File: src/rtl/if_id_stage.sv
// if_id_stage: fetch-to-decode pipeline register built as a 2-entry skid buffer with flush
// Ports: clk/rst_in (async active-low) clock and reset;
//   if_instruction/if_pc/if_pc_add_4/if_valid in, if_ready out: fetch-side handshake;
//   flush in: redirect squash; id_ready in, id_valid/id_instruction/id_pc/id_pc_add_4 out: decode-side handshake;
//   occupancy out: number of valid entries.
module if_id_stage #(
  parameter int XLEN = 32,
  parameter logic [XLEN-1:0] NOP_INSTR = 32'h00000013
) (
  input  logic            clk,
  input  logic            rst_in,
  input  logic [XLEN-1:0] if_instruction,
  input  logic [XLEN-1:0] if_pc,
  input  logic [XLEN-1:0] if_pc_add_4,
  input  logic            if_valid,
  output logic            if_ready,
  input  logic            flush,
  input  logic            id_ready,
  output logic            id_valid,
  output logic [XLEN-1:0] id_instruction,
  output logic [XLEN-1:0] id_pc,
  output logic [XLEN-1:0] id_pc_add_4,
  output logic [1:0]      occupancy
);
  typedef enum logic [1:0] {EMPTY = 2'd0, ONE = 2'd1, TWO = 2'd2} state_t;
  state_t          cnt_q, cnt_d;
  logic            head_q, head_d, tail_q, tail_d;
  logic            push, pop;
  logic [XLEN-1:0] instr_q [2];
  logic [XLEN-1:0] pc_q    [2];
  logic [XLEN-1:0] pc4_q   [2];
  assign if_ready       = cnt_q != TWO;
  assign id_valid       = cnt_q != EMPTY;
  assign occupancy      = cnt_q;
  assign push           = if_valid & if_ready;
  assign pop            = id_valid & id_ready;
  // forced constants when empty keep decode free of stale or X slot data
  assign id_instruction = id_valid ? instr_q[head_q] : NOP_INSTR;
  assign id_pc          = id_valid ? pc_q[head_q]    : '0;
  assign id_pc_add_4    = id_valid ? pc4_q[head_q]   : '0;
  always_comb begin
    cnt_d  = flush ? EMPTY
           : cnt_q == EMPTY ? (push ? ONE : EMPTY)
           : cnt_q == ONE   ? ((push & ~pop) ? TWO : (pop & ~push) ? EMPTY : ONE)
           : (pop ? ONE : TWO);
    head_d = flush ? 1'b0 : head_q ^ pop;
    tail_d = flush ? 1'b0 : tail_q ^ push;
  end
  always_ff @(posedge clk or negedge rst_in) begin
    if (!rst_in) begin
      cnt_q  <= EMPTY;
      head_q <= 1'b0;
      tail_q <= 1'b0;
    end else begin
      cnt_q  <= cnt_d;
      head_q <= head_d;
      tail_q <= tail_d;
    end
  end
  always_ff @(posedge clk or negedge rst_in) begin
    if (!rst_in) begin
      for (int i = 0; i < 2; i++) begin
        instr_q[i] <= NOP_INSTR;
        pc_q[i]    <= '0;
        pc4_q[i]   <= '0;
      end
    end else if (push && !flush) begin
      instr_q[tail_q] <= if_instruction;
      pc_q[tail_q]    <= if_pc;
      pc4_q[tail_q]   <= if_pc_add_4;
    end
  end
endmodule

File: config.mk
export PLATFORM = sky130hd
export DESIGN_NAME = if_id_stage
export DESIGN_NICKNAME = d
export VERILOG_FILES = /design/src/rtl/if_id_stage.sv
export SDC_FILE = /design/constraint.sdc
export NUM_CORES = 1
export LEC_CHECK = 0
export ABC_AREA = 1
export CAP_MARGIN = 10
export CORE_MARGIN = 3
export CORE_UTILIZATION = 35
export CTS_CLUSTER_SIZE = 10
export DETAILED_ROUTE_END_ITERATION = 6
export SETUP_SLACK_MARGIN = 0.2
export SKIP_LAST_GASP = 1
export SLEW_MARGIN = 40
export SYNTH_ARGS = -nofsm -noshare
export SYNTH_HDL_FRONTEND = slang
export SYNTH_SLANG_ARGS = --single-unit
File: constraint.sdc
create_clock -name clk -period 1.4 [get_ports clk]
set_input_delay 0.14 -clock clk [delete_from_list [all_inputs] [get_ports clk]]
set_output_delay 0.14 -clock clk [all_outputs]
set_load 0.02 [all_outputs]
==> metrics.md, run 1 <==
| Metric | Value |
|---|---|
| Outcome | complete, but fails checks |
| Violated checks | negative setup slack |
| Final ANT Viol Nets | 0 |
| PwrDens | 1190 nW/um2 |
| Starting DRT DRC Count | 918 |
| Ant. Diodes | 0 |
| Total Nets Final | 1569 |
| Worst Clk Skew | 20.7 ps |
| FF-to-FF End | pc_q[28]$_DFFE_PN0P_ |
| Yosys top cell by area | dfrtp_1 |
| Critical-path cell list | buf_12, buf_12, clkbuf_16, nand2_2, a21oi_4, buf_6 |
| Compound-gate portion of the synthesized area | 5.28% |
| GR Util All Layers | 22.5% |
| Cells after Synth | 1193 |
| P&R area growth vs syn | 70.1% |
| Clk Latency, worst-skew pair | 440 ps |
| Initial antenna violation count | 2 |
| Multi-input logic area | 5110 um2 |
| Post-Syn Area | 9220 um2 |
| Fin Setup TNS | -64510 ps |
| FF/Latch Area | 4920 um2 |
| Critical-path top delay cell | dfrtp_4 |
| Core Rows | 58 |
| First-pass GRT wire length | 51000 um |
| Tot Pwr | 18.7 mW |
| DR pass1 iterations | 5 |
| WS Path Type | flip-flop to output port |
| Layout cells sized above 1 | 34.2% |
| Initial Util | 36.1% |
| Synth Area in Adders | 0% |
| LEAKAGE | 7.33 nW |
| Final Setup Violations | 292 |
| Synth top area cells | dfrtp_1 (52%), nand2_1 (24%), nand4_1 (6.6%), nand3_1 (5.4%), a21oi_1 (5.0%) |
| Largest net degree at the start of global routing | 57 |
| Clock slew seen by the registers of the worst setup and hold paths | 80 ps |
| Port bufs | 200 |
| Routed len/inst | 20.8 um |
| Max-cap check violation count | 0 |
| Core area | 25500 um2 |
| Vias in the first global route | 9024 |
| Final period util | 133% |
| Min Hold Slack | 207 ps |
| Design Area, Final | 15700 um2 |
| Routed WL | 37700 um |
| Net Count, Synth | 1294 |
| Routed vias/inst | 5.45 |
| Worst R2R Path Depth | 9 |
| Post-synthesis sequential area ratio | 53.3% |
| CP peak stage delay | 490 ps |
| Largest family of logic cells by synthesized area | simple AND/OR/NAND/NOR gates |
| R2r startpoint | occupancy[1]$_DFF_PN0_ |
| Worst Setup SP | head_q$_DFF_PN0_ |
| Placed wire-length estimate | 19900 um |
| Reg2reg setup slack | -210 ps |
| Slew headroom | 68.5% |
| Synthesized area per cell | 7.73 um2 |
| Synth Warn # | 0 |
| Residual DRC | 0 |
| CTS sink count | 196 |
| I/O pin total | 201 |
| Final Slew Violations | 0 |
| Final hold violations | 0 |
| H-tree lvl count | 4 |
| Proportion of synthesized area in mux cells | 0% |
| Max Buffers Root-to-Sink | 2 |
| RSZ-0062 raised after global routing | true |
| Fillers | 2154 |
| GP Congestion | 0.761 |
| Fin crit period | 1860 ps |
| Via Count | 9867 |
| Synth unique cells | 18 |
| Crit path DAT | 1720 ps |
| CTS root buf | clkbuf_16 |
| Worst Path Max Fanout | 7 |
| Die Area | 28300 um2 |
| Post-synthesis xor/xnor area fraction | 0% |
| Fmax | 0.538 GHz |
| Final worst slack | -460 ps |
| CP required | 1260 ps |
| Most used cell, CP | buf_12 |
| Critical path launch point type | flip-flop |
| Post-synthesis simple-gate area fraction | 36.2% |
| CTS tree | built |
| Area of placed instances | 13000 um2 |
| Post-synth top area share | 51.6% |
| Worst-margin pin slew | 472 ps |
| Class of the tightest hold or removal check | input port to async pin |
| Die Y | 168 um |
| Num CTS Buffers | 17 |
| Post-synth EDFFs | 0 |
| Synthesized flop and latch total | 196 |
| Ys flop type | dfrtp_1 |
| Grt ovf | 0 |
| Maximum vdd drop | 0.000656 V |
| Critical path capture point type | output port |
| Die width | 168 um |
| Async SR Flop Fraction | 100% |
## layer usage
metal	part of all wire [%]	track usage (%)	up-vias
li1	-	-	4484
met1	43	31.0	4898
met2	47	36.3	417
met3	8.0	5.78	64
met4	2.0	4.41	4
met5	0.066	0	-
## worst max-delay path, delay by kind of cell (launching register included)
kind / cells / cell delay, ps
buffers and inverters: 4 / 580
DFF: 1 / 490
AOI/OAI and AO/OA: 1 / 150
and+or+nand+nor: 1 / 70
## worst max path at each step
stage | to | slack [ps]
floorplan | id_instruction[0] | 60
global placement | id_pc[2] | -430
detailed placement | id_pc_add_4[22] | -450
CTS | id_pc_add_4[21] | -480
global route | id_instruction[25] | -510
finish | id_pc_add_4[22] | -460
## metrics by stage
stage	instances	setup WS, ps	utilization [%]
after floorplan	1193	64.1	-
after global placement	1696	-432	51.1
after detailed placement	1696	-451	51.1
after CTS	1747	-476	54.4
after global routing	1811	-513	61.4
final	1811	-460	61.4
## sequential cells by signal, indices dropped and copies added (netlist names)
| register | cells |
|---|---|
| instr_q | 64 |
| pc4_q | 64 |
| pc_q | 64 |
| occupancy | 2 |
| head_q | 1 |
| tail_q | 1 |
## logic make-up after synthesis
kind of cell    Yosys count
compound gates           96
buf+inv                 111
flops                   196
simple gates            790
## layout make-up
| class | instances | share of cell area [%] |
|---|---|---|
| clock buffers | 20 | 2.91 |
| repair buffers | 359 | 29.5 |
| well taps | 330 | 2.63 |
| clock inverters | 12 | 0.718 |
| inverters | 7 | 0.303 |
| multi-input cells | 887 | 32.6 |
| flip-flops and latches | 196 | 31.4 |
## cell usage in the layout (no fill, tap or decap), types with 2 or more instances in the layout
cell type,count
clkinvlp_4,2
nand3_1,86
a21oi_4,57
dfrtp_2,2
inv_1,4
nand4_1,97
clkinv_4,4
dfstp_2,6
a21oi_2,36
dfrtp_4,2
buf_4,83
buf_16,15
clkbuf_8,3
nor2_4,2
inv_6,2
nand3_4,2
clkbuf_16,43
nand3_2,12
clkdlybuf4s50_1,99
nand2_1,489
nand2_4,30
inv_8,5
buf_12,48
buf_8,2
buf_2,2
dfrtp_1,186
buf_6,81
nand2_2,63
nand2_8,2
nor2_1,7
## cell usage after synthesis (all sizes together), types with 6 or more instances
| master | instances |
|---|---|
| nand3 | 100 |
| clkbuf | 48 |
| nand4 | 97 |
| buf | 56 |
| a21oi | 94 |
| nand2 | 583 |
| nor2 | 9 |
| dfstp | 6 |
| dfrtp | 190 |
| inv | 7 |
## what timing repair did
item / CTS / global route
hold buffers: 1 / 0
endpoints found under the hold margin: 140 / 0
resized for setup: 498 / 231
setup buffers: 11 / 25
endpoints found under the setup margin: 293 / 296
gates cloned: 7 / 39
pin swaps: 2 / 52
## power breakdown
part / switching [mW] / internal [mW] / total [mW]
Combinational: 3.24 / 2.84 / 6.09
Sequential: 0.854 / 6.91 / 7.77
Clock: 2.39 / 2.45 / 4.84
(Power assumes the default switching activity.)
==> run 2: changes to the inputs <==
REMOVE_ABC_BUFFERS = 1   (was not set)
clock period = 2.39 ns   (was 1.4 ns; I/O delays follow)
==> metrics.md, run 2 (synthesis results as in run 1) <==
| Metric | Value |
|---|---|
| Outcome | finished, final reports clean |
| Num CTS Buffers | 17 |
| RSZ-0062 raised after global routing | true |
| Fin crit period | 2160 ps |
| Worst-margin pin slew | 717 ps |
| Vias in the first global route | 8588 |
| Port bufs | 200 |
| Commonest non-fill, non-tap cell in the layout | nand2_1 |
| Layout cells sized above 1 | 11.4% |
| Max Buffers Root-to-Sink | 2 |
| Die width | 168 um |
| First-pass GRT wire length | 48400 um |
| Routed len/inst | 18.0 um |
| Worst R2R Path Depth | 5 |
| Clk Latency, worst-skew pair | 440 ps |
| Fin Setup TNS | 0 ps |
| Final hold violations | 0 |
| WS Path Type | flip-flop to output port |
| Initial antenna violation count | 0 |
| Clk pwr share | 32.8% |
| Final period util | 90.3% |
| Min Hold Slack | 340 ps |
| Ant. Diodes | 0 |
| I/O pin total | 201 |
| Reg2reg setup slack | 740 ps |
| Combinational power share | 22.7% |
| CTS tree | built |
| CTS sink count | 196 |
| Maximum vdd drop | 0.000443 V |
| Max-cap check violation count | 0 |
| Critical path capture point type | output port |
| Die Y | 168 um |
| Switch share | 31.0% |
| PwrDens | 819 nW/um2 |
| Core Util, Final | 47.7% |
| GR Util All Layers | 21.3% |
| Final Setup Violations | 0 |
| P&R area growth vs syn | 32.2% |
| H-tree lvl count | 4 |
| Core area | 25500 um2 |
| Core Rows | 58 |
| P_int | 6.90 mW |
| Design Area, Final | 12200 um2 |
| Worst Path Max Fanout | 31 |
| Class of the tightest hold or removal check | input port to async pin |
| P_sw | 3.09 mW |
| Placed wire-length estimate | 16700 um |
| Routed vias/inst | 5.28 |
| Crit path DAT | 1920 ps |
| Clock slew seen by the registers of the worst setup and hold paths | 70 ps |
| Via Count | 8859 |
| Initial Util | 36.1% |
| GP Congestion | 0.750 |
| R2r startpoint | occupancy[1]$_DFF_PN0_ |
| Largest regs | instr_q (64), pc4_q (64), pc_q (64) |
| Residual DRC | 0 |
| Largest net degree at the start of global routing | 101 |
| Critical path launch point type | flip-flop |
| Grt ovf | 0 |
| Most frequent cells in the layout | nand2_1 (582), dfrtp_1 (187), clkdlybuf4s50_1 (102) |
| LEAKAGE | 5.98 nW |
| Fmax | 0.464 GHz |
| Tot Pwr | 9.99 mW |
| CTS root buf | clkbuf_16 |
| Slew headroom | 52.2% |
| DR pass1 iterations | 5 |
| Starting DRT DRC Count | 814 |
| Area of placed instances | 11600 um2 |
| CP required | 2150 ps |
| Die Area | 28300 um2 |
| Final ANT Viol Nets | 0 |
| Total Nets Final | 1439 |
| Final Slew Violations | 0 |
| Worst Clk Skew | 13.8 ps |
| Seq pwr share | 44.5% |
| FF-to-FF End | instr_q[9]$_DFFE_PN0P_ |
| Routed WL | 30200 um |
-- run 2: worst max-delay path by stage --
stage	endpoint	startpoint	slack [ps]
after floorplan	instr_q[34]$_DFFE_PN0P_	occupancy[0]$_DFF_PN0_	-5610
after global routing	id_pc_add_4[20]	head_q$_DFF_PN0_	140
after global placement	id_instruction[26]	head_q$_DFF_PN0_	260
after detailed placement	id_instruction[26]	head_q$_DFF_PN0_	260
after CTS	id_instruction[26]	head_q$_DFF_PN0_	20
final	id_pc_add_4[30]	head_q$_DFF_PN0_	230
-- run 2: critical path, cell delays in order (launching register included) --
cell and delay [ps]:
dfrtp_4 520, inv_4 160, buf_16 230, nand2_1 80, a21oi_1 140, dlygate4sd2_1 350
-- run 2: timing repair --
action | in CTS | in global routing
endpoints found under the setup margin | 97 | 87
resized for setup | 170 | 94
pin swaps | 1 | 0
hold buffers | 1 | 0
cloned | 2 | 1
hold endpoints to repair | 55 | 0
setup buffers | 2 | 2
-- run 2: per-stage QoR --
stage / instances / setup slack (ps)
global placement: 1641 / 258
global route: 1678 / 135
finish: 1678 / 233
detailed placement: 1641 / 260
CTS: 1675 / 24.3
floorplan: 1089 / -5610
-- run 2: area by class of cell --
type / instances / area, um2
clock buffer: 17 / 425
fill: 2560 / 13300
inverter: 7 / 30.0
timing repair buffer: 230 / 2310
sequential: 196 / 4920
multi-input combinational: 886 / 3870
tap: 330 / 413
clock inverter: 12 / 225
-- run 2: routing by layer --
metal / GRT usage (%) / share of wire, % / vias to the layer above
met3: 4.74 / 7.2 / 23
met5: 0 / 0 / -
met1: 29.8 / 45 / 4331
met2: 33.9 / 46 / 325
li1: - / - / 4180
met4: 4.91 / 1.4 / 0
-- run 2: power by group through the flow --
stage / logic, mW / clock network [mW] / registers (mW)
2_1_floorplan: 1.29 / 0 / 4.44
3_3_place_gp: 2.30 / 0 / 4.49
3_5_place_dp: 2.34 / 0 / 4.49
4_1_cts: 2.29 / 3.34 / 4.44
5_1_grt: 2.55 / 3.48 / 4.54
6_report: 2.27 / 3.27 / 4.45
